**src/rtl/rf_text_pkg.sv**
```systemverilog
`default_nettype none
// ============================================================================
// Package     : rf_text_pkg
// Description : Shared definitions for the text-mode pixel path. Holds the
//               character attribute bit positions, the attribute type and the
//               default colour width.
// Revision    : 1.0 - initial release
// ============================================================================
package rf_text_pkg;

    // Attribute nibble layout: {cursor, blink, underline, reverse}
    localparam int ATTR_REVERSE = 0;
    localparam int ATTR_UL      = 1;
    localparam int ATTR_BLINK   = 2;
    localparam int ATTR_CURSOR  = 3;

    typedef logic [3:0] attr_t;

    localparam int COLOR_BITS_DEFAULT = 24;

endpackage : rf_text_pkg
`default_nettype wire

```
**src/rtl/rf_text_pixel_shifter_edge_det.sv**
```systemverilog
`default_nettype none
// ============================================================================
// Module      : edge_det
// Description : Rising-edge detector. Registers the input once and flags the
//               clock in which it goes from 0 to 1, so a level held for many
//               clocks produces a single one-clock pulse.
// Ports       : clk   - clock, rising edge
//               rst_n - asynchronous active-low reset
//               d     - level input (already in the clk domain)
//               rise  - one-clock pulse on a 0->1 transition of d
// Revision    : 1.0 - initial release
// ============================================================================
module edge_det (
    input  logic clk,
    input  logic rst_n,
    input  logic d,
    output logic rise
);

    logic d_q;

    always_ff @(posedge clk or negedge rst_n) begin
        if (!rst_n) begin
            d_q <= 1'b0;
        end else begin
            d_q <= d;
        end
    end

    assign rise = d & ~d_q;

endmodule : edge_det
`default_nettype wire

```
**src/rtl/rf_text_pixel_shifter.sv**
```systemverilog
`default_nettype none
// ============================================================================
// Module      : rf_text_pixel_shifter
// Description : Serialises one glyph row per character cell into one colour
//               value per dot clock, applying fg/bg colour, reverse video,
//               underline, blink and cursor overlay.
// Ports       : dot_clk_i      - dot clock
//               rst_ni         - asynchronous active-low reset
//               ce_i           - character-cell strobe (RAM read request)
//               bmp_i          - glyph row, bit 0 leftmost (valid ce_i + 1)
//               fg_i, bg_i     - cell colours (valid with bmp_i)
//               attr_i         - {cursor, blink, underline, reverse}
//               maxScanpix_i   - last pixel index in a cell
//               scanline_i     - scanline within the cell (valid with bmp_i)
//               ulRow_i        - underline scanline
//               curStart_i/curEnd_i - inclusive cursor scanline range
//               hscale_i       - each pixel held hscale_i+1 clocks
//               vsync_i        - frame pulse, edge detected
//               blank_i        - forces output to zero (1-clock latency)
//               rgb_o          - registered pixel colour
//               blinkPhase_o   - current blink phase
// Revision    : 1.0 - initial release
// ============================================================================
module rf_text_pixel_shifter
    import rf_text_pkg::*;
#(
    parameter int pColorBits  = COLOR_BITS_DEFAULT,
    parameter int pBlinkShift = 4
) (
    input  logic                  dot_clk_i,
    input  logic                  rst_ni,
    input  logic                  ce_i,
    input  logic [63:0]           bmp_i,
    input  logic [pColorBits-1:0] fg_i,
    input  logic [pColorBits-1:0] bg_i,
    input  logic [3:0]            attr_i,
    input  logic [5:0]            maxScanpix_i,
    input  logic [5:0]            scanline_i,
    input  logic [5:0]            ulRow_i,
    input  logic [5:0]            curStart_i,
    input  logic [5:0]            curEnd_i,
    input  logic [1:0]            hscale_i,
    input  logic                  vsync_i,
    input  logic                  blank_i,
    output logic [pColorBits-1:0] rgb_o,
    output logic                  blinkPhase_o
);

    // ------------------------------------------------------------------
    // Cell state
    // ------------------------------------------------------------------
    logic                  ld;
    logic [63:0]           shreg;
    logic [5:0]            pix;
    logic [1:0]            rep;
    logic [pColorBits-1:0] fg_q;
    logic [pColorBits-1:0] bg_q;
    attr_t                 attr_q;
    logic                  ul_q;
    logic                  cur_q;

    // Blink state
    logic [pBlinkShift:0]  frame_cnt;
    logic                  vsync_rise;
    logic                  blink_phase;

    logic                  dot;

    // ------------------------------------------------------------------
    // Frame counter for blink; MSB is the blink phase
    // ------------------------------------------------------------------
    edge_det u_vsync_edge (
        .clk   (dot_clk_i),
        .rst_n (rst_ni),
        .d     (vsync_i),
        .rise  (vsync_rise)
    );

    always_ff @(posedge dot_clk_i or negedge rst_ni) begin
        if (!rst_ni) begin
            frame_cnt <= '0;
        end else if (vsync_rise) begin
            frame_cnt <= frame_cnt + 1'b1;
        end
    end

    assign blink_phase  = frame_cnt[pBlinkShift];
    assign blinkPhase_o = blink_phase;

    // ------------------------------------------------------------------
    // Load / shift. ld is the RAM read strobe delayed to line up with the
    // RAM data; a new load always wins over any remainder of the old cell.
    // ------------------------------------------------------------------
    always_ff @(posedge dot_clk_i or negedge rst_ni) begin
        if (!rst_ni) begin
            ld     <= 1'b0;
            shreg  <= '0;
            pix    <= '0;
            rep    <= '0;
            fg_q   <= '0;
            bg_q   <= '0;
            attr_q <= '0;
            ul_q   <= 1'b0;
            cur_q  <= 1'b0;
        end else begin
            ld <= ce_i;
            if (ld) begin
                shreg  <= bmp_i;
                fg_q   <= fg_i;
                bg_q   <= bg_i;
                attr_q <= attr_i;
                ul_q   <= (scanline_i == ulRow_i);
                cur_q  <= (scanline_i >= curStart_i) && (scanline_i <= curEnd_i);
                pix    <= '0;
                rep    <= '0;
            end else if (rep == hscale_i) begin
                rep   <= '0;
                shreg <= shreg >> 1;
                // Saturating so the gap test below stays true for long lines
                if (pix != 6'd63) begin
                    pix <= pix + 6'd1;
                end
            end else begin
                rep <= rep + 2'd1;
            end
        end
    end

    // ------------------------------------------------------------------
    // Overlay chain: gap -> underline -> blink -> reverse -> cursor.
    // Underline is applied before reverse so it inverts along with the glyph.
    // ------------------------------------------------------------------
    always_comb begin
        dot = (pix <= maxScanpix_i) ? shreg[0] : 1'b0;
        dot = dot | (ul_q & attr_q[ATTR_UL]);
        if (attr_q[ATTR_BLINK] & blink_phase) begin
            dot = 1'b0;
        end
        dot = dot ^ attr_q[ATTR_REVERSE];
        if (attr_q[ATTR_CURSOR] & cur_q & blink_phase) begin
            dot = ~dot;
        end
    end

    // ------------------------------------------------------------------
    // Output register
    // ------------------------------------------------------------------
    always_ff @(posedge dot_clk_i or negedge rst_ni) begin
        if (!rst_ni) begin
            rgb_o <= '0;
        end else if (blank_i) begin
            rgb_o <= '0;
        end else begin
            rgb_o <= dot ? fg_q : bg_q;
        end
    end

endmodule : rf_text_pixel_shifter
`default_nettype wire
```
**config.mk**
```make
export PLATFORM = sky130hd
export DESIGN_NAME = rf_text_pixel_shifter
export DESIGN_NICKNAME = d
export VERILOG_FILES = /design/src/rtl/rf_text_pkg.sv /design/src/rtl/rf_text_pixel_shifter_edge_det.sv /design/src/rtl/rf_text_pixel_shifter.sv
export SDC_FILE = /design/constraint.sdc
export NUM_CORES = 1
export LEC_CHECK = 0
export ABC_AREA = 1
export CAP_MARGIN = 5
export CELL_PAD_IN_SITES_DETAIL_PLACEMENT = 0
export CELL_PAD_IN_SITES_GLOBAL_PLACEMENT = 2
export CORE_MARGIN = 5
export CORE_UTILIZATION = 33
export CTS_BUF_LIST = sky130_fd_sc_hd__clkbuf_8
export CTS_CLUSTER_DIAMETER = 80
export DETAILED_ROUTE_END_ITERATION = 8
export PLACE_DENSITY_LB_ADDON = 0.1
export SETUP_SLACK_MARGIN = 0.05
export SKIP_CTS_REPAIR_TIMING = 1
export SYNTH_ARGS = -nofsm -noshare
export SYNTH_HDL_FRONTEND = slang
export SYNTH_SLANG_ARGS = --single-unit
```
**constraint.sdc**
```tcl
create_clock -name dot_clk_i -period 3.53 [get_ports dot_clk_i]
set_input_delay 0.706 -clock dot_clk_i [delete_from_list [all_inputs] [get_ports dot_clk_i]]
set_output_delay 0.706 -clock dot_clk_i [all_outputs]
set_load 0.01 [all_outputs]
```
==> impl.org, run 1 <==
** Placed design
- Detailed placement ended at an HPWL of approximately 14000 um.
- Final estimated routing congestion in global placement :: 0.810
- The number of placed instances, taps included, is roughly 1200.
- OpenSTA, run right after detailed placement, puts the worst setup slack at 0.728 ns.
- Port buffering added about 180 buffers.

** Logic synthesis
- Synthesized-area fraction occupied by xor and xnor cells :: between 1.5 and 2%
- The share of the Yosys chip area taken by registers is between 50 and 60%.
- The mapped netlist covers roughly 7000 um^2.
- Number of nets in the synthesized netlist :: a little under 1000
- In the synthesized netlist, the number of instances is ~800.
- For this run, the number of Yosys warnings is 0.
- Leading post-synthesis cells by cell area :: dfrtp_1 (54%), nand2_1 (12%), nand3_1 (4.7%)
- By area, the combinational part of the netlist is dominated by simple AND/OR/NAND/NOR gates.
- After Yosys synthesis, full adders, half adders and majority gates account for under 10% of the synthesized area.
- Mux cell area share after synthesis :: less than 1%
- Number of synthesized register bits :: 157
- Fraction of synthesized cell area taken by the top area cell type :: ~54%
- Each instance of the synthesized netlist takes up on average 9.00 um^2.
- After Yosys synthesis, and, or, nand and nor cells account for between 10% and 20% of the synthesized area.
- Of all cell types, the one taking the most synthesized area is dfrtp_1.
- Distinct cell type count of the synthesized netlist :: 29
- The synthesized netlist devotes 14.4% of its cell area to compound gates.

** Layout
- Fraction of final layout cells sized beyond drive strength 1 :: under 10%
- The number of antenna diodes in the final layout is 0.
- Final nets :: around 1100
- From synthesis to final layout, the design area changed by 34.0%.
- Fill cell instance count of the final layout :: ~2100
- Cells fill 44.5% of the core in the end.
- Final instance count without filler cells :: between 1000 and 1500

** GRT
- First-pass GRT wire length :: between 30000 and 40000 um
- Across every metal layer, demand over resource in global routing totals 15.5%.
- Total gr overflow :: 0
- Pin count of the biggest net entering global routing :: 97
- The via count of the first global-routing pass is between 6000 and 7000.
- Number of antenna violations at the first check in global routing :: 2

** Drt
- The count of nets left with antenna violations once routing finished came out at 0.
- Before antenna repair, the detailed router went through 4 iterations.
- Post-Route WL :: approximately 19000 um
- Routed length per placed instance :: 15.5 um
- In the routed layout, each cell is associated on average with a via count of approximately 4.8.
- Detailed-route DRC error count :: 0
- Via count of the routed design :: around 6000
- 1st-iter DRT viols :: about 290

** Job
- Across the run, the number of max-cap violations was 0.

** Setup path
- Along the worst path, the maximum fanout reaches 48.
- Worst endpoint required time :: slightly below 4 ns
- Delay-heaviest family, CP :: simple AND/OR/NAND/NOR gates
- Cell Chain, Critical Path :: clkdlybuf4s50_1 -> inv_1 -> ha_1 -> nand2_1 -> nor2_2 -> nand2_1 -> nand3_1 -> nand2_1 -> nand2_1 -> nand2_1 -> nand2_1 -> nand2_2 -> buf_12 -> nand3_1 -> nand2_1 -> nor2_1
- Source of the critical timing path :: maxScanpix_i[5]
- The worst setup path is launched from a primary input.
- STA puts the critical path data arrival time at 2.64 ns.
- Destination of the worst register-to-register timing path :: shreg[6]
- Counting both buffers and inverters, the worst setup path holds a total of 3.
- In this run the critical register-to-register path is launched from ld.
- The slowest stage of the critical path is the clkdlybuf4s50_1 cell.
- Slowest Stage Delay on Critical Path :: approximately 0.45 ns
- Type of element capturing the critical path :: flop
- CP dominant cell by count :: nand2_1
- Worst setup path category :: in2reg
- The number of cells on the worst reg-to-reg path is 4.
- The worst register-to-register path has a setup slack of roughly 1.4 ns.

** Floorplanning
- From bottom edge to top edge, the die measures between 150 and 200 um.
- Count of pins on the block boundary :: around 180
- Die Area :: 24900 um^2
- The core region is ~22000 um^2.
- The die is around 160 um wide.
- The initialized floorplan defines 54 standard-cell rows.
- Once the floorplan was initialized, standard cells occupied 33.2% of the core.

** Timing
- Final-report max-slew violation count :: 0
- At the pin with the least slew margin, the transition time is approximately 1.0 ns.
- For the final routed database, the setup TNS stands at 0 ns.
- Tmin final :: 2.32 ns
- Fin crit share :: between 60% and 70%
- On the final layout, the worst clock skew is roughly 0.013 ns.
- Hold violation count in the final report :: 0
- Worst hold margin :: about 0.22 ns
- Finish-stage setup viols :: 0
- Crit path setup slack, layout :: about 1.2 ns
- RSZ-0062 raised after global routing :: no
- Static timing analysis puts the maximum clock frequency at between 0.4 and 0.5 GHz.
- In this run the tightest slew margin relative to its limit is between 30% and 40%.

** Outcome
- The flow ran to the end, and the final reports show no timing, DRC or antenna violations.

** Clock network
- CTS placed an instance of clkbuf_8 at the clock tree root.
- Buffer depth of the longest clock path :: 2
- For this design, the sink count on the clock tree is about 160.
- Htree depth :: 4
- Clock latency on the worst-skew pair :: roughly 0.44 ns
- TritonCTS built the clock tree.
- Num CTS Buffers :: 17
- After clock tree synthesis, the clock-pin slew on the worst setup and hold paths is 0.09 ns.

** Power and ir drop
- Leakage power :: around 4.4 nW
- Maximum VDD drop :: 0.000249 V
- Dividing total power by cell area gives a power density of about 500 nW/um^2.

** Hold path
- The worst hold path belongs to the class in2async.
logic make-up after synthesis:
kind of cell	Yosys count
xor+xnor	14
buf+inv	112
simple gates	339
flops	157
fa+ha+maj	20
compound gates	158
mux	1
registers in the layout (all words and copies together), names as in the netlist, 2 cells and up:
| register | cells |
|---|---|
| rgb_o | 24 |
| pix | 6 |
| bg_q | 24 |
| attr_q | 4 |
| fg_q | 24 |
| rep | 2 |
| shreg | 64 |
| frame_cnt | 5 |
power by group:
group / switching (mW) / internal [mW]
registers: 0.154 / 2.08
logic: 0.582 / 0.537
clock network: 0.648 / 0.828
metrics by stage:
step                      cell area, um^2  total power [mW]
after global routing                 9660              5.12
after floorplan                      7210              2.89
after detailed placement             9230              3.41
final                                9660              4.83
after global placement               9230              3.38
after CTS                            9660              4.91
metal layers:
layer  vias up  wire length [um]  GRT usage, %
li1       2951                 -             -
met1      2883              8220          19.3
met2       148              9550          26.5
met3        25              1220          4.87
met4         4               295          3.81
met5         -                23             0
worst reg2reg max path: stages, from the launching register on:
cell      delay, ns
dfrtp_4        0.64
clkinv_2       0.14
buf_4          0.78
nand2_1        0.25
o21ai_0        0.23
worst max path at each step:
stage                      to  slack, ns  depth (start not counted)
finish              rgb_o[13]       1.21                         16
global route         rgb_o[4]        1.0                         15
detailed placement   rgb_o[1]       0.73                         16
floorplan           rgb_o[10]       1.42                         15
CTS                  rgb_o[3]       1.21                         16
global placement    rgb_o[10]       0.80                         16
cells in the mapped netlist (all sizes together):
library cell / count
ha: 20
nor4: 1
nand2: 226
xor2: 6
a22oi: 32
o211ai: 32
o31ai: 1
clkbuf: 26
a211oi: 1
buf: 24
inv: 62
mux2: 1
o2111ai: 1
nor3: 1
nand4: 5
nand3: 69
dfrtp: 157
o21ai: 61
xnor2: 8
a21oi: 30
nor2: 37
layout by cell type, fill, tap and decap left out:
master / n
a22oi_1: 32
nand2_2: 1
inv_1: 60
mux2_2: 1
inv_2: 2
nand3_2: 1
xnor2_1: 8
nor2_1: 36
clkinv_4: 2
clkinvlp_4: 3
xor2_1: 6
nand4_1: 5
buf_12: 4
nor4_1: 1
clkbuf_8: 17
a21oi_1: 10
buf_4: 7
dfrtp_1: 156
o31ai_1: 1
nand3_1: 68
o211ai_1: 32
clkinv_2: 2
nand2_1: 225
a21oi_2: 20
bufinv_16: 5
a211oi_1: 1
nor3_1: 1
o21ai_0: 61
o2111ai_1: 1
ha_1: 20
buf_6: 1
clkdlybuf4s50_1: 176
dfrtp_4: 1
nor2_2: 1
cell type report:
cell class | count | area [um^2] | share of cell area, %
clock buffers | 17 | 234 | 2.42
clock inverters | 12 | 199 | 2.06
inverters | 62 | 234 | 2.42
multi-input cells | 532 | 2800 | 29.0
flip-flops and latches | 157 | 3930 | 40.7
well taps | 280 | 350 | 3.63
repair buffers | 188 | 1910 | 19.7
Power figures use the tool's default switching activity.
==> run 2, diff against run 1 <==
- CORE_UTILIZATION: 33 -> 30
- clock period: 3.53 -> 2.2 ns (I/O delays scaled with it)
==> impl.org, run 2 (same netlist as run 1, synthesis figures left out) <==
** Timing
- The max-slew violation count came to 0.
- Summed negative setup slack over all endpoints :: 0 ns
- Worst-margin pin slew :: between 0.6 and 0.7 ns
- Derived from the worst setup path, the maximum achievable clock frequency is around 0.48 GHz.
- Across all hold checks on the routed design, the worst slack comes to 0.450 ns.
- RSZ-0062 raised after global routing :: no
- Tmin final :: approximately 2.1 ns
- The count of endpoints failing hold in the final timing report is 0.
- Slew margin rel. :: 57.6%
- Between clock sinks in the finished design, the worst skew comes to ~0.016 ns.
- Setup violations remaining at the end of the flow were counted as 0.
- After layout, the worst path uses roughly 94% of the clock period.

** GRT
- For this run, the total global-route usage over all layers was measured as between 10 and 15%.
- Pin count of the biggest net entering global routing :: approximately 150
- Number of global-route vias before repair :: around 6400
- Global routing finished with a remaining overflow of 0.
- The initial antenna violation count is 3.
- The first global-routing pass estimated 32500 um of wire.

** Outcome
- Run status :: finished, final reports clean

** Clock network
- In this run, CTS created clock tree buffers numbering 17.
- The tree built by TritonCTS fans out to 157 sinks.
- Clock root buffer :: clkbuf_8
- Clock latency on the worst-skew pair :: ~0.44 ns
- Clock-pin slew was measured on the worst setup and hold paths at 0.08 ns.
- Buffer depth of the longest clock path :: 2
- CTS tree :: yes
- Htree depth :: 4

** Power and ir drop
- For this design the ratio of total power to cell area is approximately 770 nW/um^2.
- Across the VDD grid, the largest voltage drop is approximately 0.00043 V.
- Total power of the final layout :: roughly 7.7 mW
- The analysis attributes to cell leakage a power of 4.51 nW.

** Drt
- Via count of the routed design :: ~6000
- 1st-iter DRT viols :: 226
- Once detail routing completed, the nets flagged for antenna violations numbered 0.
- Routed length per placed instance :: ~15 um
- For this run, design rule violations remaining after detail routing come to 0.
- Detailed-router iteration count before antenna repair :: 4
- Summed over all layers, the routed wires come to approximately 20000 um.
- Via density per instance :: approximately 4.6

** Setup path
- Data on the critical path is required at its endpoint by approximately 2.5 ns.
- Setup slack of the most critical reg-to-reg path :: 0.18 ns
- Worst setup path category :: in2reg
- Data on the critical path arrives at its endpoint at roughly 2.4 ns.
- Sort of element at the start of the critical path :: primary input
- Type of element capturing the critical path :: flop
- In this run the worst path has a maximum fanout of 7.

** Placed design
- The placed instances occupy a cell area of between 9000 and 10000 um^2.
- At the end of routability-driven placement, the weighted congestion stood at approximately 0.76.
- In this run the tool buffered the top-level ports with approximately 180 buffer cells.
- Detailed placement ended at an HPWL of around 14000 um.

** Floorplanning
- Row generation in the floorplan step produced between 50 and 60 rows.
- The total area inside the core boundary comes to about 24000 um^2.
- Initial Utilization :: ~31%
- The die is approximately 170 um tall.
- Count of pins on the block boundary :: between 150 and 200
- The die covers roughly 27000 um^2.
- Chip width :: roughly 170 um

** Layout
- Registers take 3930 um^2.
- Cells fill ~42% of the core in the end.
- The net count of the finished layout is ~1100.
- Non-Filler Cell Area, Final :: ~9900 um^2
- Fill cell instance count of the final layout :: ~2400
- The register with the most flip-flops in the final layout is shreg.
- Area growth from synthesis to layout :: 37.9%
- Cells with a size suffix above 1 make up about 9% of the layout.
- Leaving out fill and tap cells, the most frequent cells in the layout are nand2_1 (223), clkdlybuf4s50_1 (176), dfrtp_1 (156).
- In the final layout, the multi-input gates occupy roughly 2900 um^2.
- Most common library cell in the layout ignoring fill and taps :: nand2_1
- The register with the most flip-flops in the layout has between 60 and 70 of them.

** Hold path
- The min-delay analysis places its worst path in the category in2reg.

** Job
- Max-capacitance violation count :: 0
run 2: cell count changes in the layout (fill, tap and decap cells not counted), moves of 3 or more:
| cell | before | now |
|---|---|---|
| buf_6 | 1 | 4 |
| bufinv_16 | 5 | 1 |
| inv_6 | 0 | 3 |
| diode_2 | 0 | 3 |
| buf_12 | 4 | 9 |
| clkbuf_16 | 0 | 3 |
run 2: through the flow:
step,instances,worst slack (ns)
6_report,1307,0.124
5_1_grt,1305,0.0400
4_1_cts,1298,0.146
3_5_place_dp,1266,-0.338
3_3_place_gp,1266,-0.245
2_1_floorplan,801,0.357
run 2: power breakdown:
| part | internal [mW] | total, mW | leakage [nW] | switching, mW |
|---|---|---|---|---|
| clock | 0.959 | 2.09 | 0.188 | 1.13 |
| combinational | 0.996 | 2.00 | 2.39 | 1.00 |
| sequential | 3.34 | 3.57 | 1.93 | 0.236 |
run 2: path summary, 6_finish.rpt:
check	endpoint	cells past startpoint	start
max	rgb_o[1]	15	maxScanpix_i[5]
min	ld	1	ce_i
max reg2reg	rgb_o[1]	13	pix[5]
min reg2reg	attr_q[2]	2	attr_q[2]
max in group asynchronous	frame_cnt[0]	3	rst_ni
min in group asynchronous	fg_q[16]	2	rst_ni
run 2: layer usage:
metal  wire length (um)  global-route usage (%)
met5                 25                       0
met4                293                    4.42
met3               1160                    4.57
met2               9770                    24.4
met1               8950                    19.0
run 2: critical path: stages:
cell	delay (ns)
clkdlybuf4s50_1	0.45
inv_1	0.05
ha_1	0.29
nand2_1	0.08
nor2_2	0.11
nand2_1	0.06
nand3_1	0.06
nand2_1	0.08
nand2_1	0.10
nand2_2	0.08
nand2_4	0.09
nand2_8	0.10
buf_12	0.18
a21oi_1	0.14
nor2_1	0.08
run 2: layout make-up:
type / instances / share of cell area, %
Antenna cell: 3 / 0.0755
Clock buffer: 19 / 2.63
Clock inverter: 13 / 1.17
Inverter: 62 / 2.35
Multi-Input combinational cell: 532 / 28.7
Sequential cell: 157 / 39.5
Tap cell: 319 / 4.01
Timing Repair Buffer: 202 / 21.5
